[src/rtl/cell_loader_pkg.sv]
// Shared types and default geometry for the cell configuration loader.
package cell_pkg;

  localparam int unsigned DEF_DIMX       = 64;
  localparam int unsigned DEF_DIMY       = 64;
  localparam int unsigned DEF_PORT_WIDTH = 32;

  typedef enum logic [1:0] {
    ST_IDLE  = 2'd0,
    ST_LOAD  = 2'd1,
    ST_WRITE = 2'd2,
    ST_DONE  = 2'd3
  } state_e;

  // Counter width that never collapses to zero bits for a single row/slot.
  function automatic int unsigned clog2_min1(input int unsigned n);
    return (n > 1) ? $clog2(n) : 1;
  endfunction

endpackage

[src/rtl/cell_loader_if.sv]
// Valid/ready word stream feeding the cell loader.
interface cell_loader_if
  import cell_pkg::*;
#(
  parameter int unsigned PORT_WIDTH = DEF_PORT_WIDTH
);

  logic [PORT_WIDTH-1:0] s_data;
  logic                  s_valid;
  logic                  s_ready;

  modport master (output s_data, output s_valid, input  s_ready);
  modport slave  (input  s_data, input  s_valid, output s_ready);

endinterface

[src/rtl/cell_loader.sv]
// Streams config words into a shared row bus and pulses one row/slot write enable per word.
// Optional build macro CELL_LOADER_CHECKSUM_EN adds an XOR checksum output of the accepted words.
module cell_loader
  import cell_pkg::*;
#(
  parameter int unsigned DIMX       = DEF_DIMX,
  parameter int unsigned DIMY       = DEF_DIMY,
  parameter int unsigned PORT_WIDTH = DEF_PORT_WIDTH,
  parameter int unsigned SLOTS      = DIMX * 4 / PORT_WIDTH
) (
  input  logic                      clk,
  input  logic                      reset,
  input  logic                      start,
  cell_loader_if.slave              s_if,
  output logic [DIMY*SLOTS-1:0]     write_en,
  output logic [DIMX*4-1:0]         ram,
  output logic                      busy,
  output logic                      done
`ifdef CELL_LOADER_CHECKSUM_EN
  ,
  output logic [PORT_WIDTH-1:0]     checksum
`endif
);

  localparam int unsigned RAM_W  = DIMX * 4;
  localparam int unsigned WE_W   = DIMY * SLOTS;
  localparam int unsigned ROW_W  = clog2_min1(DIMY);
  localparam int unsigned SLOT_W = clog2_min1(SLOTS);
  localparam logic [PORT_WIDTH-1:0] SLICE_ONES = {PORT_WIDTH{1'b1}};

  if ((RAM_W % PORT_WIDTH) != 0 || (SLOTS * PORT_WIDTH) != RAM_W) begin : g_bad_geometry
    $error("cell_loader: DIMX*4 must be a multiple of PORT_WIDTH and equal SLOTS*PORT_WIDTH");
  end

  state_e              state_q, state_d;
  logic [ROW_W-1:0]    row_q, row_d;
  logic [SLOT_W-1:0]   slot_q, slot_d;

  logic [RAM_W-1:0]    ram_q, ram_d;
  logic [WE_W-1:0]     write_en_q, write_en_d;
  logic                s_ready_q, s_ready_d;
  logic                busy_q, busy_d;
  logic                done_q, done_d;
`ifdef CELL_LOADER_CHECKSUM_EN
  logic [PORT_WIDTH-1:0] csum_q, csum_d;
`endif

  logic                accept_c;
  logic [31:0]         slot_shift_c;
  logic [31:0]         we_idx_c;

  assign accept_c     = (state_q == ST_LOAD) && s_if.s_valid;
  assign slot_shift_c = 32'(slot_q) * PORT_WIDTH;
  assign we_idx_c     = 32'(row_q) * SLOTS + 32'(slot_q);

  // State and row/slot counters.
  always_ff @(posedge clk) begin
    if (reset) begin
      state_q <= ST_IDLE;
      row_q   <= '0;
      slot_q  <= '0;
    end else begin
      state_q <= state_d;
      row_q   <= row_d;
      slot_q  <= slot_d;
    end
  end

  // Next state; counters stop at the last row/slot instead of wrapping.
  always_comb begin
    state_d = state_q;
    row_d   = row_q;
    slot_d  = slot_q;
    unique case (state_q)
      ST_IDLE: begin
        if (start) begin
          state_d = ST_LOAD;
          row_d   = '0;
          slot_d  = '0;
        end
      end
      ST_LOAD: begin
        if (s_if.s_valid) state_d = ST_WRITE;
      end
      ST_WRITE: begin
        if (slot_q != SLOT_W'(SLOTS - 1)) begin
          slot_d  = slot_q + SLOT_W'(1);
          state_d = ST_LOAD;
        end else if (row_q != ROW_W'(DIMY - 1)) begin
          slot_d  = '0;
          row_d   = row_q + ROW_W'(1);
          state_d = ST_LOAD;
        end else begin
          state_d = ST_DONE;
        end
      end
      ST_DONE: state_d = ST_IDLE;
      default: state_d = ST_IDLE;
    endcase
  end

  // Output next values; flags are decoded from the upcoming state so they align with it.
  always_comb begin
    ram_d      = ram_q;
    write_en_d = '0;
    s_ready_d  = (state_d == ST_LOAD);
    busy_d     = (state_d != ST_IDLE);
    done_d     = (state_d == ST_DONE);
`ifdef CELL_LOADER_CHECKSUM_EN
    csum_d     = csum_q;
    if (state_q == ST_IDLE && start) csum_d = '0;
`endif
    if (accept_c) begin
      ram_d      = (ram_q & ~(RAM_W'(SLICE_ONES) << slot_shift_c))
                 | (RAM_W'(s_if.s_data) << slot_shift_c);
      write_en_d = WE_W'(1) << we_idx_c;
`ifdef CELL_LOADER_CHECKSUM_EN
      csum_d     = csum_q ^ s_if.s_data;
`endif
    end
  end

  always_ff @(posedge clk) begin
    if (reset) begin
      ram_q      <= '0;
      write_en_q <= '0;
      s_ready_q  <= 1'b0;
      busy_q     <= 1'b0;
      done_q     <= 1'b0;
`ifdef CELL_LOADER_CHECKSUM_EN
      csum_q     <= '0;
`endif
    end else begin
      ram_q      <= ram_d;
      write_en_q <= write_en_d;
      s_ready_q  <= s_ready_d;
      busy_q     <= busy_d;
      done_q     <= done_d;
`ifdef CELL_LOADER_CHECKSUM_EN
      csum_q     <= csum_d;
`endif
    end
  end

  assign s_if.s_ready = s_ready_q;
  assign write_en     = write_en_q;
  assign ram          = ram_q;
  assign busy         = busy_q;
  assign done         = done_q;
`ifdef CELL_LOADER_CHECKSUM_EN
  assign checksum     = csum_q;
`endif

endmodule

[src/flat_wrapper.sv]
// flat-port wrapper written by rule: the top's interface ports become plain ports
module cell_loader_flat import cell_pkg::*;
#(
  parameter int unsigned DIMX       = DEF_DIMX,
  parameter int unsigned DIMY       = DEF_DIMY,
  parameter int unsigned PORT_WIDTH = DEF_PORT_WIDTH,
  parameter int unsigned SLOTS      = DIMX * 4 / PORT_WIDTH
)
  (clk, reset, start, write_en, ram, busy, done, s_if_s_data, s_if_s_valid, s_if_s_ready);
  cell_loader_if #(.PORT_WIDTH(PORT_WIDTH)) s_if_i ();
  input  logic clk;
  input  logic reset;
  input  logic start;
  output logic [DIMY*SLOTS-1:0] write_en;
  output logic [DIMX*4-1:0] ram;
  output logic busy;
  output logic done;
  input wire logic [$bits(s_if_i.s_data)-1:0] s_if_s_data;
  input wire logic [$bits(s_if_i.s_valid)-1:0] s_if_s_valid;
  output wire logic [$bits(s_if_i.s_ready)-1:0] s_if_s_ready;
  assign s_if_i.s_data = s_if_s_data;
  assign s_if_i.s_valid = s_if_s_valid;
  assign s_if_s_ready = s_if_i.s_ready;
  cell_loader #(.DIMX(DIMX), .DIMY(DIMY), .PORT_WIDTH(PORT_WIDTH), .SLOTS(SLOTS)) u_core (.clk(clk), .reset(reset), .start(start), .s_if(s_if_i), .write_en(write_en), .ram(ram), .busy(busy), .done(done));
endmodule
[config.mk]
export PLATFORM = sky130hd
export DESIGN_NAME = cell_loader_flat
export DESIGN_NICKNAME = d
export VERILOG_FILES = /design/src/rtl/cell_loader_pkg.sv /design/src/rtl/cell_loader_if.sv /design/src/rtl/cell_loader.sv /design/src/flat_wrapper.sv
export SDC_FILE = /design/constraint.sdc
export NUM_CORES = 1
export LEC_CHECK = 0
export ABC_CLOCK_PERIOD_IN_PS = 2860
export BUFFER_PORTS_ARGS = -buffer_cell sky130_fd_sc_hd__buf_4
export CAP_MARGIN = 10
export CORE_AREA = 3 3 317 319
export CTS_CLUSTER_SIZE = 8
export DETAILED_ROUTE_END_ITERATION = 10
export DIE_AREA = 0 0 320 322
export MAX_ROUTING_LAYER = met4
export PLACE_DENSITY = 0.4
export SYNTH_ARGS = -nofsm -noshare
export SYNTH_HDL_FRONTEND = slang
export SYNTH_SLANG_ARGS = --single-unit
[constraint.sdc]
create_clock -name clk -period 2.86 [get_ports clk]
set_input_delay 0.143 -clock clk [delete_from_list [all_inputs] [get_ports clk]]
set_output_delay 0.143 -clock clk [all_outputs]
set_load 0.02 [all_outputs]
* Yosys cells after proc, flatten, opt, wreduce, memory -nomap -nowiden
Cells that the tools add are included.
** Storage, ports and cells
- Bits in registers :: 782
- Word-level logic and storage cells :: 49
- Output and inout port bits :: 771
- Bits of input ports :: 36
** Operators by class
- Shifts and indexed selects :: 3
- Bitwise operators :: 4
- Eq/ne operators :: 11
- Reductions and logical operators :: 7
- Multiplexer cells :: 13
- Add/sub/neg operators :: 3
** Operator list (count)
- left shift 1 x 32 -> 512 bit, first input constant :: 1
- bitwise AND 256 bit :: 1
- NOT 256 bit :: 1
- bitwise OR 256 bit :: 1
- left shift 32 x 8 -> 256 bit :: 1
- left shift 32 x 8 -> 256 bit, first input constant :: 1
- 2-to-1 mux 6 bit :: 3
- case mux 6 bit (2 select lines) :: 1
- adder 9 x 3 -> 10 bit :: 1
- 2-to-1 mux 3 bit :: 3
- 2-to-1 mux 2 bit :: 4
- case mux 2 bit (4 select lines) :: 1
- adder 6 x 1 -> 6 bit, second input constant :: 1
- == test 2 bit, second input constant :: 3
- inequality test 6 bit, second input constant :: 1
- case mux 3 bit (2 select lines) :: 1
- == test 2 x 1 -> 1 bit, second input constant :: 2
- inequality test 2 bit, second input constant :: 2
- AND reduction 4 bit :: 1
- nonzero test 2 bit :: 2
- adder 3 x 1 -> 3 bit, second input constant :: 1
- inequality test 3 x 1 -> 1 bit, second input constant :: 1
- inequality test 3 bit, second input constant :: 1
- AND reduction 3 bit :: 1
- other kinds (5) :: 5

* Logic depth before layout (Yosys ltp)
- Depth in word-level cells :: 5
- Gate-level depth with buffers :: 7
- Depth with buffers taken out :: 6

* Worst setup path before layout
OpenSTA, ideal clock, no wires.
- Path kind :: reg-to-reg
- From :: reg u_core.slot_q[1]
- To :: reg u_core.row_q[2]
- Period minus slack after synthesis :: 1.664 ns
- Data arrival time :: 1.531 ns
- Required time :: 2.727 ns
- Library setup time :: 0.133 ns
- Path buffers :: 0
- Stages on the path, launching flop included :: 7
- Path slack :: 1.196 ns
- Cells stage by stage :: dfxtp_1 > ha_1 > ha_1 > nand2_1 > o21bai_1 > a21oi_1 > o21ai_0
** On the way
- Longest elaborated chain between the ends :: 3
** Ends and longest elaborated chain
- start, declared :: RTL line cell_loader.sv:37 : logic [SLOT_W-1:0] slot_q, slot_d;
- start signal, assigned :: RTL line cell_loader.sv:65 : slot_q <= slot_d;
- inequality test 3 bit :: RTL line cell_loader.sv:86 : if (slot_q != SLOT_W'(SLOTS - 1)) begin
- inequality test 2 bit (no line)
- AND reduction 4 bit (no line)
- end signal, assigned :: RTL line cell_loader.sv:64 : row_q <= row_d;
- end, declared :: RTL line cell_loader.sv:36 : logic [ROW_W-1:0] row_q, row_d;
No other way between the ends.
A chain may end at the register's enable or synchronous reset.

* Worst setup path after layout
- From :: reg u_core.slot_q[2]
- To :: reg u_core.ram_q[118] (netlist: u_core.ram[118])
** On the way
- Longest elaborated chain between the ends :: 4
- Elaborated cells between the ends (all ways) :: 5
- Classes of those cells :: 2 x shift; 3 x bitwise
** Ends and longest elaborated chain
- left shift 32 x 8 -> 256 bit :: RTL line cell_loader.sv:114 : ram_d = (ram_q & ~(RAM_W'(SLICE_ONES) << slot_shift_c))
- NOT 256 bit :: RTL line cell_loader.sv:114
- bitwise AND 256 bit :: RTL line cell_loader.sv:114
- bitwise OR 256 bit * :: RTL line cell_loader.sv:115 : | (RAM_W'(s_if.s_data) << slot_shift_c);
- end signal, assigned :: RTL line cell_loader.sv:134 : ram_q <= ram_d;
- end, declared :: RTL line cell_loader.sv:39 : logic [RAM_W-1:0] ram_q, ram_d;
Mark *: on every way between the ends. The rest lies on a longest branch, timed or not.

==> results.sh <==
export IMPL_first_global_vias=18763
export IMPL_design_portCount=807
export IMPL_filler_cell_count=10049
export IMPL_synthFlopType="sky130_fd_sc_hd__dfxtp_1"
export IMPL_detailroute_via_count=18509
export IMPL_global_route_usage_total_pct=20.6
export IMPL_ys_warnings_count=0
export IMPL_drtAntennaViolNets=0
export IMPL_setup_violations_final=0
export IMPL_cts_setup_buffers=0
export IMPL_htreeDepth=3
export IMPL_cts_buffer_depth=3
export IMPL_period_share_pct=89.1
export IMPL_design_final_nets=3004
export IMPL_cts_inserted_buffers=109
export IMPL_hpwl_microns=75900
export IMPL_overflow=0
export IMPL_most_common_library_cell_in_the_layout_ignoring_fill_and_taps="sky130_fd_sc_hd__buf_4"
export IMPL_fp_coreArea_sq_mm=0.0981
export IMPL_power_switching_uw=4990
export IMPL_placement_rows=115
export IMPL_cpMaxStageDelayCell="sky130_fd_sc_hd__dfxtp_1"
export IMPL_fp_dieH_microns=322
export IMPL_cp_start_kind="flop"
export IMPL_critPathMaxFanout=32
export IMPL_yosys_area_top_type="sky130_fd_sc_hd__dfxtp_1"
export IMPL_vdd_drop_max_mv=0.415
export IMPL_timing_setup_critical_path_class="flop to flop"
export IMPL_clock_latency_late_sink_ns=0.70
export IMPL_detailedRoute_firstIterationViolations=1236
export IMPL_cap_viol_max_count=0
export IMPL_routedWlPerCell_microns=25.1
export IMPL_outcome="completed"
export IMPL_timing_critical_path_required_ns=3.43
export IMPL_internal_power_uw=18000
export IMPL_period_needed_ns=2.55
export IMPL_syn_nets=2204
export IMPL_drt_pass1_iter_count=7
export IMPL_asyncSetResetFlopFracSynth_pct=0
export IMPL_setup_tns_ns=0
export IMPL_data_arrival_time_of_the_critical_path_ns=3.12
export IMPL_total_wire_length_after_detailed_routing_microns=107000
export IMPL_timing_critical_path_to="u_core.ram[118]"
export IMPL_grt_start_max_net_pins=211
export IMPL_total_power_uw=23000
export IMPL_fp_dieArea_sq_mm=0.103
export IMPL_avgViaCountPerCell=4.34
export IMPL_wire_length_of_the_first_global_routing_pass_microns=149000
export IMPL_clock_tree_from_tritoncts="yes"
export IMPL_launch_instance_of_the_worst_register_to_register_path="u_core.slot_q[2]"
export IMPL_post_synth_instance_area_sq_mm=0.0222
export IMPL_fin_worst_skew_ns=0.0488
export IMPL_grt_setup_unrepaired="no"
export IMPL_endpoint_kind="flop"
export IMPL_type_of_the_worst_min_delay_path="primary input to flop"
export IMPL_synth_lib_cells_used_distinct=39
export IMPL_syn_instance_count=2161
export IMPL_yosysTopAreaCellShare_pct=70.4
export IMPL_relSlewSlack_pct=15.7
export IMPL_top_cells_by_area_synth="sky130_fd_sc_hd__dfxtp_1, sky130_fd_sc_hd__nor2_1, sky130_fd_sc_hd__a22oi_1, sky130_fd_sc_hd__clkbuf_1, sky130_fd_sc_hd__nand2_1"
export IMPL_floorplan_initialDensity_pct=22.6
export IMPL_critPathLaunch="u_core.slot_q[2]"
export IMPL_worst_setup_hold_path_clk_slew_ns=0.05
export IMPL_power_sequential_fraction_pct=47.7
export IMPL_drive_gt1_share_pct=33.9
export IMPL_report_final_hold_viol_count=0
export IMPL_ys_ff_latch=782
export IMPL_antenna_found_initial=2
export IMPL_port_buffers=806
export IMPL_worstReg2RegEnd="u_core.ram[118]"
export IMPL_power_switching_fraction_pct=21.7
export IMPL_routabilityCongestion=0.832
export IMPL_fmax_mhz=393
export IMPL_crit_path_max_incr_delay_ns=0.74
export IMPL_power_per_cell_area_mw_per_mm2=697
export IMPL_max_slew_worst_pin_slew_ns=1.27
export IMPL_ys_seq_area_share_pct=70.4
export IMPL_worst_path_cell_trace="inv_1 -> ha_1 -> nand2_1 -> buf_4 -> a22oi_1 -> nor2_1"
export IMPL_finalMaxSlewViolations=0
export IMPL_drc=0
export IMPL_r2r_cells=6
export IMPL_syn2layout_area_growth_pct=48.3
export IMPL_clockPowerShare_pct=50.4
export IMPL_worst_r2r_setup_slack_ns=0.31
export IMPL_fraction_of_power_consumed_by_combinational_cells_pct=1.9
export IMPL_layout_common_cells="sky130_fd_sc_hd__buf_4, sky130_fd_sc_hd__dfxtp_1, sky130_fd_sc_hd__nor2_1"
export IMPL_die_x_microns=320
export IMPL_synth_enable_flop_cells=0
export IMPL_cts_sinks=782
export IMPL_power_static_leakage_uw=0.0138
export IMPL_ctsRootBufferMaster="sky130_fd_sc_hd__clkbuf_16"
export IMPL_syn_area_per_cell_sq_um=10.3
per-stage QoR:
stage / hold WS, ns / worst slack, ns / util [%] / cell area, sq um / std cells
2_1_floorplan: 0.352 / 1.20 / - / 22200 / 2161
3_3_place_gp: 0.477 / 0.433 / 30.2 / 29600 / 4103
3_5_place_dp: 0.483 / 0.298 / 30.2 / 29600 / 4103
4_1_cts: 0.00675 / 0.260 / 33.6 / 32900 / 4262
5_1_grt: 0.0568 / 0.109 / 33.6 / 33000 / 4264
6_report: 0.0595 / 0.312 / 33.6 / 33000 / 4265
cells in the mapped netlist (all sizes together) (2+ instances only):
master and instances:
ha 7, o21bai 2, nand2b 5, nor3 14, and3 14, o21ai 2, a22oi 256, o32ai 2
nand4bb 3, nor3b 4, nand3 7, nor2 767, a21oi 2, clkbuf 165, nor4 4, o31ai 4
buf 35, a41oi 3, dfxtp 782, inv 7, and2 4, nand2 59
metal layers:
layer,routed length (microns),up-vias,track usage [%]
met5,0,-,-
met4,2830,0,6.59
met3,8330,130,6.11
met2,53500,730,35.1
met1,42200,9088,23.3
li1,-,8561,-
power by group through the flow:
stage | clock network, uW | logic (uW) | registers (uW)
6_report | 11600 | 436 | 11000
5_1_grt | 12400 | 467 | 10900
4_1_cts | 11900 | 444 | 11000
3_5_place_dp | 0 | 405 | 11200
3_3_place_gp | 0 | 400 | 11200
2_1_floorplan | 0 | 182 | 11200
repair_timing:
| item | 4_1_cts | 5_1_grt |
|---|---|---|
| hold buffers | 34 | 0 |
| endpoints found under the hold margin | 268 | 0 |
| resized for setup | 0 | 0 |
worst max-delay path: cells and delay by family, from the launching register on:
family	cells	cell delay (ns)
fa+ha+maj	1	0.41
flops	1	0.74
buf+inv	2	0.79
simple gates	2	0.30
compound gates	1	0.15
worst min-delay path by stage:
stage | slack [ns] | from | to | cells after the start
after floorplan | 0.35 | start | u_core.busy | 2
after global placement | 0.48 | s_if_s_data[1] | u_core.ram[225] | 3
after global routing | 0.06 | reset | u_core.write_en[511] | 3
after detailed placement | 0.48 | start | u_core.busy | 3
after CTS | 0.007 | reset | u_core.write_en[255] | 3
final | 0.06 | reset | u_core.write_en[255] | 3
cells by family after synthesis:
group                    share of synthesized area, %
adder cells (fa/ha/maj)                         0.394
flip-flops                                       70.4
AO/OA/AOI/OAI                                    9.28
multiplexers                                   0.0507
AND/OR/NAND/NOR                                  15.9
buffers and inverters                            3.88
area by class of cell:
class / instances / area (sq um) / share of cell area [%]
antenna: 3 / 7.51 / 0.0228
inverter: 8 / 30.0 / 0.0911
tap: 1287 / 1610 / 4.89
sequential: 782 / 15700 / 47.5
clock buffer: 116 / 2790 / 8.48
clock inverter: 9 / 200 / 0.607
multi-input combinational: 1171 / 5810 / 17.6
timing repair buffer: 889 / 6850 / 20.8
flip-flops by register name (all words and copies together) (netlist names):
register             count
u_core.state_q           2
u_core.write_en        512
u_core.row_q             6
u_core.s_if.s_ready      1
u_core.slot_q            3
u_core.ram             256
u_core.busy              1
u_core.done              1
Note: power is estimated with default switching activity, not from simulation.
